==> src/rtl/pipe_ctl_pkg.sv <==
// Shared definitions for the pipeline hazard/stall controller: state encoding,
// register-number width and the source/destination match helper.
package pipe_ctl_pkg;

    typedef enum logic {
        RUN      = 1'b0,
        MUL_BUSY = 1'b1
    } mul_state_t;

    localparam int REG_W = 5;
    localparam logic [0:REG_W-1] REG_ZERO = 5'd0;

    // True when an ID source field is actually read and names the given register.
    function automatic logic src_match(
        input logic             uses,
        input logic [0:REG_W-1] src,
        input logic [0:REG_W-1] dst
    );
        return uses & (src == dst);
    endfunction

endpackage

==> src/rtl/hazard_mul_timer.sv <==
// Multi-cycle multiply occupancy timer: a RUN/MUL_BUSY FSM with a 4-bit
// down-counter that is frozen while the pipeline is held by memory.
module hazard_mul_timer
    import pipe_ctl_pkg::*;
#(
    parameter int MUL_LATENCY = 4
) (
    input  logic clk,
    input  logic reset,
    input  logic start,
    input  logic hold,
    output logic stall,
    output logic busy
);

    // Counter preload; a single-cycle multiply never leaves RUN, so its value is unused.
    localparam logic [3:0] CNT_INIT = (MUL_LATENCY > 1) ? 4'(MUL_LATENCY - 2) : 4'd0;

    mul_state_t state_r;
    logic [3:0] cnt_r;

    // State and remaining-cycle counter; both freeze while hold is asserted.
    always_ff @(posedge clk or posedge reset) begin
        if (reset) begin
            state_r <= RUN;
            cnt_r   <= 4'd0;
        end else if (!hold) begin
            case (state_r)
                RUN: begin
                    if (start) begin
                        state_r <= MUL_BUSY;
                        cnt_r   <= CNT_INIT;
                    end
                end
                MUL_BUSY: begin
                    if (cnt_r != 4'd0) begin
                        cnt_r <= cnt_r - 4'd1;
                    end else begin
                        state_r <= RUN;
                    end
                end
                default: begin
                    state_r <= RUN;
                    cnt_r   <= 4'd0;
                end
            endcase
        end
    end

    // Stall in the start cycle and every busy cycle except the release cycle (cnt == 0).
    always_comb begin
        stall = 1'b0;
        if (state_r == RUN) begin
            stall = start;
        end else begin
            stall = (cnt_r != 4'd0);
        end
    end

    assign busy = (state_r == MUL_BUSY);

endmodule

==> src/rtl/pipe_hazard_ctl.sv <==
// Pipeline stall/flush controller: load-use detection, branch redirect squash,
// multi-cycle multiply hold and data-memory wait freeze, in fixed priority.
module pipe_hazard_ctl
    import pipe_ctl_pkg::*;
#(
    parameter int MUL_LATENCY = 4
) (
    input  logic             clk,
    input  logic             reset,
    input  logic [0:REG_W-1] id_rs1,
    input  logic [0:REG_W-1] id_rs2,
    input  logic             id_uses_rs1,
    input  logic             id_uses_rs2,
    input  logic             ex_valid,
    input  logic [0:REG_W-1] ex_destReg,
    input  logic             ex_RegWrite,
    input  logic             ex_MemToReg,
    input  logic             ex_mul,
    input  logic             ex_redirect,
    input  logic             dmem_wait,
    output logic             pc_stall,
    output logic             if_id_stall,
    output logic             id_ex_stall,
    output logic             ex_mem_stall,
    output logic             if_id_flush,
    output logic             id_ex_flush,
    output logic             ex_mem_flush,
    output logic             mem_wb_flush,
    output logic             mul_busy
);

    localparam logic MUL_MULTI = (MUL_LATENCY > 1) ? 1'b1 : 1'b0;

    logic mul_start_s;
    logic mul_stall_s;
    logic mul_busy_s;
    logic load_use_s;

    assign mul_start_s = ex_valid & ex_mul & MUL_MULTI & ~mul_busy_s;

    hazard_mul_timer #(
        .MUL_LATENCY (MUL_LATENCY)
    ) u_mul_timer (
        .clk   (clk),
        .reset (reset),
        .start (mul_start_s),
        .hold  (dmem_wait),
        .stall (mul_stall_s),
        .busy  (mul_busy_s)
    );

    assign load_use_s = ex_valid & ex_MemToReg & ex_RegWrite & (ex_destReg != REG_ZERO)
                      & (src_match(id_uses_rs1, id_rs1, ex_destReg)
                       | src_match(id_uses_rs2, id_rs2, ex_destReg));

    // Priority encode the stall/flush controls; reset forces everything low at once.
    always_comb begin
        pc_stall     = 1'b0;
        if_id_stall  = 1'b0;
        id_ex_stall  = 1'b0;
        ex_mem_stall = 1'b0;
        if_id_flush  = 1'b0;
        id_ex_flush  = 1'b0;
        ex_mem_flush = 1'b0;
        mem_wb_flush = 1'b0;
        if (reset) begin
            pc_stall = 1'b0;
        end else if (dmem_wait) begin
            pc_stall     = 1'b1;
            if_id_stall  = 1'b1;
            id_ex_stall  = 1'b1;
            ex_mem_stall = 1'b1;
            mem_wb_flush = 1'b1;
        end else if (ex_redirect) begin
            if_id_flush = 1'b1;
            id_ex_flush = 1'b1;
        end else if (mul_stall_s) begin
            pc_stall     = 1'b1;
            if_id_stall  = 1'b1;
            id_ex_stall  = 1'b1;
            ex_mem_flush = 1'b1;
        end else if (load_use_s) begin
            pc_stall    = 1'b1;
            if_id_stall = 1'b1;
            id_ex_flush = 1'b1;
        end else begin
            pc_stall = 1'b0;
        end
    end

    assign mul_busy = mul_busy_s;

endmodule

==> config.mk <==
export PLATFORM = sky130hd
export DESIGN_NAME = pipe_hazard_ctl
export DESIGN_NICKNAME = d
export VERILOG_FILES = /design/src/rtl/pipe_ctl_pkg.sv /design/src/rtl/hazard_mul_timer.sv /design/src/rtl/pipe_hazard_ctl.sv
export SDC_FILE = /design/constraint.sdc
export NUM_CORES = 1
export LEC_CHECK = 0
export CAP_MARGIN = 20
export CELL_PAD_IN_SITES_DETAIL_PLACEMENT = 1
export CELL_PAD_IN_SITES_GLOBAL_PLACEMENT = 1
export CORE_UTILIZATION = 25
export CTS_CLUSTER_DIAMETER = 100
export DETAILED_ROUTE_END_ITERATION = 7
export PLACE_DENSITY_LB_ADDON = 0.25
export SYNTH_ARGS = -nofsm -noshare
export SYNTH_HDL_FRONTEND = slang
export SYNTH_SLANG_ARGS = --single-unit
==> constraint.sdc <==
create_clock -name clk -period 4.8 [get_ports clk]
set_clock_uncertainty 0.15 [all_clocks]
set_input_delay 0.96 -clock clk [delete_from_list [all_inputs] [get_ports clk]]
set_output_delay 0.96 -clock clk [all_outputs]
set_load 0.1 [all_outputs]
==> out/metrics.yaml, run 1 <==
drive_above_1_share_pct: 17.20
max_slew.worst_pin.slew_ns: 0.9584
comb_power_share_pct: 56.1
drt-met1-wl_um: 672
async_flop_share_pct: 100.0
worstSkewPairLatency_ns: 0.24
dr.max_layer_used: "met3"
gr-usage-all-layers_pct: 14.89
final_common_cell: "clkdlybuf4s50_1"
vias: 553
crit_end: "id_ex_flush"
die_h_um: 47.41
clockBufferDepth: 2
slew_viol_final: 0
post_cts_buffers: 0
clkPwrFrac_pct: 17.5
post-dp-hpwl_um: 1339
cts_made_buffers: 3
cp-end-kind: "primary output"
wl_um: 1476
cts_resized: 0
dr.first_iter.drc_count: 4
mostFrequentLayoutCells: "clkdlybuf4s50_1, xor2_1, buf_4, nor2_1, dfrtp_1"
rsz0062_at_grt: "false"
powerDensity_mw_per_mm2: 320.4
first_global_vias: 534
rr_worst_depth: 6
critPathLaunchType: "input pin"
startpoint: "ex_destReg[2]"
hold_ws_ns: 0.4189
drtPass1Iterations: 2
reg2reg_from: "u_mul_timer.cnt_r[0]$_DFFE_PP0P_"
r2r-end: "u_mul_timer.cnt_r[1]$_DFFE_PP0P_"
p_sw_share_pct: 45.77
numClockSinks: 5
hold_viol_final: 0
ys_dominant_reg_cell: "dfrtp_1"
fin_nets: 121
drc: 0
placed_area_sq_um: 838.3
hp-start: "u_mul_timer.busy$_DFFE_PP0N_"
die_w_um: 47.41
wl_met3_um: 85
path_clk_slew_ns: 0.04
critPathKind: "input pin to primary output"
dp_worst_setup_slack_ns: 0.8701
synth-edff-count: 0
grt_start_max_net_pins: 10
grt_pass1_wl_um: 2325
ys_seq_area_share_pct: 24.27
synth_fp_nets: 86
io_pins: 34
r2r_slack_ns: 3.03
pwr-share-seq_pct: 26.4
ys_warn_count: 0
fin_crit_ns: 3.953
ir_drop_v: 0.0001814
status: "finished, final reports clean"
crit_required_ns: 3.69
setup_viol: 0
syn2layout_area_growth_pct: 67.72
ys_seq_elements: 5
timing.final.ws_setup_ns: 0.8473
power_switching_uw: 126.8
synth_cell_types: 29
worstPathMaxFanout: 3
cts_hold_buf: 0
antenna_found_initial: 0
synth_cells: 59
cts_tree: "yes"
start_util_pct: 26.55
netlist_area_sq_um: 515.5
wl_per_cell_um: 12.30
max-cap-violations: 0
avgViaCountPerCell: 4.608
p_leak_nw: 0.3577
core_sq_mm: 0.001942
syn_avg_cell_area_sq_um: 8.737
rows: 16
dieArea_sq_mm: 0.002248
wl_met2_um: 719
worst_ep_arrival_time_ns: 2.84
tns_ns: 0
n_antenna_cell: 0
max_freq_ghz: 0.2530
portBuffers: 33
cts_htree_levels: 1
p_total_uw: 277.0
grt-ovfl-total: 0
hp-class: "flop to flop"
fin_crit_sh_pct: 82.35
design_area_sq_um: 864.6
cts_root_buffer: "clkbuf_4"
intPower_uw: 150.2
ant_nets: 0
relSlewSlack_pct: 35.91
nFillCells: 233
routabilityCongestion: 0.7679
registers in the layout (all words and copies together), names as in the netlist:
| register | flops |
|---|---|
| u_mul_timer.cnt_r | 4 |
| u_mul_timer.busy | 1 |
worst min path at each step:
stage,endpoint,slack (ns),depth (start not counted)
6_report,u_mul_timer.cnt_r[1]$_DFFE_PP0P_,0.42,1
5_1_grt,u_mul_timer.cnt_r[1]$_DFFE_PP0P_,0.45,2
4_1_cts,u_mul_timer.cnt_r[3]$_DFFE_PP0P_,0.43,2
3_5_place_dp,u_mul_timer.cnt_r[3]$_DFFE_PP0P_,0.42,2
3_3_place_gp,u_mul_timer.cnt_r[3]$_DFFE_PP0P_,0.41,2
2_1_floorplan,u_mul_timer.cnt_r[3]$_DFFE_PP0P_,0.37,2
power groups by stage:
stage / clock [mW] / combinational [mW] / sequential (mW)
CTS: 0.0513 / 0.158 / 0.0734
floorplan: 0 / 0.0971 / 0.0844
global placement: 0 / 0.154 / 0.0738
global route: 0.0557 / 0.169 / 0.0750
detailed placement: 0 / 0.158 / 0.0738
finish: 0.0485 / 0.155 / 0.0731
logic make-up (layout without fill, tap and decap cells):
| family | Yosys count | count (layout) | share of synthesized area [%] |
|---|---|---|---|
| and+or+nand+nor | 24 | 24 | 29.37 |
| xor gates and xnor gates | 12 | 12 | 20.39 |
| AOI/OAI and AO/OA | 9 | 9 | 13.11 |
| buffers and inverters | 7 | 41 | 8.008 |
| DFF | 5 | 5 | 24.27 |
| adders and majority gates | 2 | 2 | 4.854 |
cells in the mapped netlist (2+ instances only):
library cell,number,area (sq um)
o22ai_1,2,12.51
or3_1,2,12.51
nand2_1,2,7.510
xnor2_1,4,35.03
nor4_1,2,12.51
nor2_1,6,22.52
ha_1,2,25.02
xor2_1,8,70.07
nor3_1,3,15.01
inv_1,4,15.01
dfrtp_1,5,125.1
buf_4,2,15.01
critical path: stages:
cell and delay [ns]:
clkdlybuf4s50_1 0.49, xor2_1 0.19, nor4_1 0.38, a32oi_1 0.21, o31ai_2 0.28, buf_4 0.33
area by class of cell:
class                      count  area [sq um]  share of cell area [%]
multi-input combinational     47         354.1                   40.96
timing repair buffer          33         310.3                   35.89
sequential                     5         125.1                   14.47
tap                           27         33.78                   3.907
clock buffer                   4         26.28                   3.039
inverter                       4         15.01                   1.737
through the flow:
| step | std cells | utilization, % |
|---|---|---|
| after floorplan | 59 | - |
| after global placement | 116 | 43.17 |
| after detailed placement | 116 | 43.17 |
| after CTS | 120 | 44.52 |
| after global routing | 120 | 44.52 |
| final | 120 | 44.52 |
per-layer routing:
metal / global-route usage [%] / up-vias
met3: 5.660 / 0
met5: 0 / -
li1: - / 277
met2: 24.38 / 20
met1: 19.86 / 256
met4: 0 / 0
No activity file was read; power rests on OpenSTA's default activity.
==> inputs of run 2 (changes only) <==
CORE_UTILIZATION = 24   (was 25)
clock period = 3.8 ns   (was 4.8 ns; I/O delays follow)
==> out/metrics.yaml, run 2 (same netlist as run 1, synthesis figures left out) <==
placed_area_sq_um: 907.1
nFillCells: 225
max_slew.worst_pin.slew_ns: 0.9588
fin_crit_sh_pct: 93.36
r2r-end: "u_mul_timer.cnt_r[1]$_DFFE_PP0P_"
cts_tree: "yes"
largest-register: "u_mul_timer.cnt_r"
hp-class: "flop to flop"
rsz0062_at_grt: "false"
first_global_vias: 584
gr-usage-all-layers_pct: 15.19
worstPathMaxFanout: 3
portBuffers: 33
fin_crit_ns: 3.548
die_w_um: 48.35
whs_path_depth: 2
cts_hold_buf: 0
crit_family: "buffers and inverters"
wl_per_cell_um: 13.39
tns_ns: 0
design_area_sq_um: 933.4
hp-start: "u_mul_timer.cnt_r[1]$_DFFE_PP0P_"
cp-end-kind: "primary output"
core_sq_mm: 0.001982
hold_viol_final: 0
n_antenna_cell: 0
worstPathCellList: "clkdlybuf4s50_1 -> xor2_1 -> nor4_1 -> a32oi_1 -> o31ai_2 -> buf_12"
setup_viol: 0
powerDensity_mw_per_mm2: 389.6
reg2reg_from: "u_mul_timer.cnt_r[0]$_DFFE_PP0P_"
grt-ovfl-total: 0
cts_made_buffers: 3
relSlewSlack_pct: 35.88
status: "finished, final reports clean"
dieArea_sq_mm: 0.002337
wl_um: 1607
numClockSinks: 5
ant_nets: 0
worst_ep_arrival_time_ns: 2.64
path_buf_inv: 2
mostFrequentLayoutCells: "clkdlybuf4s50_1, xor2_1, nor2_1, buf_12, dfrtp_1"
rr_worst_depth: 6
path_clk_slew_ns: 0.04
cts_root_buffer: "clkbuf_4"
grt_start_max_net_pins: 10
antenna_found_initial: 0
slowest_stage: "clkdlybuf4s50_1"
post-dp-hpwl_um: 1440
worstSkewPairLatency_ns: 0.24
syn2layout_area_growth_pct: 81.07
fin_nets: 121
drtPass1Iterations: 3
r2r_slack_ns: 2.07
grt_pass1_wl_um: 2780
post_cts_buffers: 0
drc: 0
die_h_um: 48.35
dr.first_iter.drc_count: 7
critPathLaunchType: "input pin"
rows: 16
routabilityCongestion: 0.7848
slew_viol_final: 0
drive_above_1_share_pct: 18.28
largest_register_ffs: 4
final_common_cell: "clkdlybuf4s50_1"
max-cap-violations: 0
p_leak_nw: 0.3765
ir_drop_v: 0.0002776
avgViaCountPerCell: 4.492
max_freq_ghz: 0.2819
vias: 539
cp_slowest_stage_delay_ns: 0.49
crit_required_ns: 2.89
clockBufferDepth: 2
io_pins: 34
start_util_pct: 26.01
whs_endpoint: "u_mul_timer.cnt_r[1]$_DFFE_PP0P_"
critPathKind: "input pin to primary output"
cts_htree_levels: 1
cts_resized: 0
run 2: worst max path at each step:
stage                                 startpoint           to  slack [ns]  cells after the start
floorplan           u_mul_timer.busy$_DFFE_PP0N_  id_ex_flush        0.01                      3
global placement                   ex_destReg[2]  id_ex_flush        0.30                      6
detailed placement                 ex_destReg[2]  id_ex_flush        0.26                      6
CTS                                ex_destReg[2]  id_ex_flush        0.26                      6
global route                       ex_destReg[2]  id_ex_flush        0.16                      6
finish                             ex_destReg[2]  id_ex_flush        0.25                      6
run 2: metrics by stage:
stage	util, %	worst slack (ns)	hold slack [ns]	std cells	power, mW
floorplan	-	0.01092	0.3748	59	0.2300
global placement	45.77	0.2973	0.4074	116	0.3009
detailed placement	45.77	0.2617	0.4158	116	0.3063
CTS	47.10	0.2603	0.4224	120	0.3688
global route	47.10	0.1596	0.4534	120	0.3893
finish	47.10	0.2521	0.4197	120	0.3637
run 2: power breakdown:
group          internal, mW  total, mW  switching, mW
Clock                0.0396     0.0596         0.0200
Sequential           0.0742     0.0936         0.0194
Combinational        0.0873      0.210          0.123
run 2: final cells by class:
cell class / instances / area, sq um / area share, %
repair buffers: 33 / 372.9 / 39.95
multi-input cells: 47 / 360.3 / 38.61
clock buffers: 4 / 26.28 / 2.815
inverters: 4 / 15.01 / 1.609
flip-flops and latches: 5 / 125.1 / 13.40
well taps: 27 / 33.78 / 3.619
run 2: worst min-delay path, delay by kind of cell, from the launching register on:
kind               cells  cell delay, ns
DFF                    1            0.38
and+or+nand+nor        1            0.10
AOI/OAI and AO/OA      1            0.04
run 2: metal layers:
layer / up-vias / track usage, % / part of all wire [%]
met3: 2 / 2.516 / 2.6
met1: 249 / 19.31 / 46
li1: 275 / - / -
met2: 13 / 26.29 / 51
met5: - / 0 / 0
met4: 0 / 4.412 / 0.31
==> inputs of run 3 (changes only) <==
GPL_TIMING_DRIVEN = 0   (was not set)
HOLD_SLACK_MARGIN = 0.02   (was not set)
==> out/metrics.yaml, run 3 (same netlist as run 1, synthesis figures left out) <==
max_freq_ghz: 0.2737
fin_crit_sh_pct: 96.15
ant_nets: 0
worst_ep_arrival_time_ns: 2.74
nFillCells: 238
final_common_cell: "clkdlybuf4s50_1"
post-dp-hpwl_um: 1318
hold_viol_final: 0
dr.first_iter.drc_count: 4
cts_hold_buf: 0
max-cap-violations: 0
gr-usage-all-layers_pct: 14.85
io_pins: 34
dp_worst_setup_slack_ns: -0.5801
critPathLaunchType: "input pin"
antenna_found_initial: 0
mostFrequentLayoutCells: "clkdlybuf4s50_1, xor2_1, nor2_1, dfrtp_1"
fin_nets: 123
startpoint: "reset"
drive_above_1_share_pct: 15.79
grt_pass1_wl_um: 2697
max_slew.worst_pin.slew_ns: 0.9660
avgViaCountPerCell: 4.467
worstPathMaxFanout: 6
drc: 0
hp-class: "flop to flop"
cts_htree_levels: 1
cts_root_buffer: "clkbuf_4"
reg2reg_from: "u_mul_timer.cnt_r[0]$_DFFE_PP0P_"
grt_start_max_net_pins: 10
vias: 545
status: "finished, final reports clean"
drtPass1Iterations: 2
largest_register_ffs: 4
syn2layout_area_growth_pct: 73.06
crit_required_ns: 2.89
wl_per_cell_um: 12.60
p_leak_nw: 0.3686
path_clk_slew_ns: 0.05
numClockSinks: 5
portBuffers: 32
worstSkewPairLatency_ns: 0.25
cts_tree: "yes"
hp-start: "u_mul_timer.cnt_r[1]$_DFFE_PP0P_"
relSlewSlack_pct: 35.40
cts_made_buffers: 3
first_global_vias: 602
tns_ns: 0
die_w_um: 48.35
cp-end-kind: "primary output"
largest-register: "u_mul_timer.cnt_r"
fin_crit_ns: 3.654
dieArea_sq_mm: 0.002337
core_sq_mm: 0.001982
routabilityCongestion: 0.7961
rsz0062_at_grt: "false"
critPathKind: "input pin to primary output"
cts_resized: 12
slew_viol_final: 0
setup_viol: 0
wl_um: 1537
ir_drop_v: 0.0002850
timing.final.ws_setup_ns: 0.1464
grt-ovfl-total: 0
clockBufferDepth: 2
rows: 16
start_util_pct: 26.01
die_h_um: 48.35
powerDensity_mw_per_mm2: 396.8
n_antenna_cell: 0
post_cts_buffers: 0
[run 3: cell types whose count changed in the layout (fill, tap and decap cells not counted)]
cell | previous run | this run
buf_2 | 0 | 2
buf_6 | 0 | 1
clkdlybuf4s50_1 | 25 | 27
buf_4 | 3 | 2
clkbuf_4 | 3 | 4
dlygate4sd2_1 | 0 | 2
buf_12 | 5 | 0
[run 3: layout make-up]
cell class	instances	area, sq um	area share [%]
Inverter	4	15.01	1.683
Sequential cell	5	125.1	14.03
Timing Repair Buffer	32	305.3	34.22
Tap cell	27	33.78	3.787
Buffer	3	26.28	2.945
Multi-Input combinational cell	47	360.3	40.39
Clock buffer	4	26.28	2.945
[run 3: metal layers]
metal / global-route usage [%] / routed length [um]
met3: 5.660 / 79
met5: 0 / 0
met1: 17.95 / 707
met4: 3.431 / 0
met2: 24.88 / 751
[run 3: path summary, 6_finish.rpt]
kind,endpoint,cells past startpoint,slack (ns)
max,if_id_flush,5,0.15
min,u_mul_timer.cnt_r[1]$_DFFE_PP0P_,2,0.42
max reg2reg,u_mul_timer.cnt_r[1]$_DFFE_PP0P_,6,2.05
min reg2reg,u_mul_timer.cnt_r[1]$_DFFE_PP0P_,2,0.42
max in group asynchronous,u_mul_timer.busy$_DFFE_PP0N_,2,2.59
min in group asynchronous,u_mul_timer.cnt_r[1]$_DFFE_PP0P_,2,0.72
[run 3: critical path: stages]
cell,delay (ns)
clkdlybuf4s50_1,0.50
nor2_1,0.19
nand2_1,0.11
inv_1,0.06
clkdlybuf4s50_1,1.12
[run 3: through the flow]
stage	instances	area (sq um)	hold WS [ns]	power [mW]	util [%]
CTS	122	907.1	0.4210	0.3638	45.77
floorplan	59	526.8	0.3748	0.2300	-
finish	122	892.1	0.4209	0.3540	45.01
detailed placement	118	880.8	0.4157	0.2972	44.44
global route	122	892.1	0.4649	0.3838	45.01
global placement	118	880.8	0.4076	0.2918	44.44
[run 3: power by group]
part           internal, mW  switching, mW
clock                0.0398         0.0233
sequential           0.0742         0.0184
combinational        0.0776          0.121
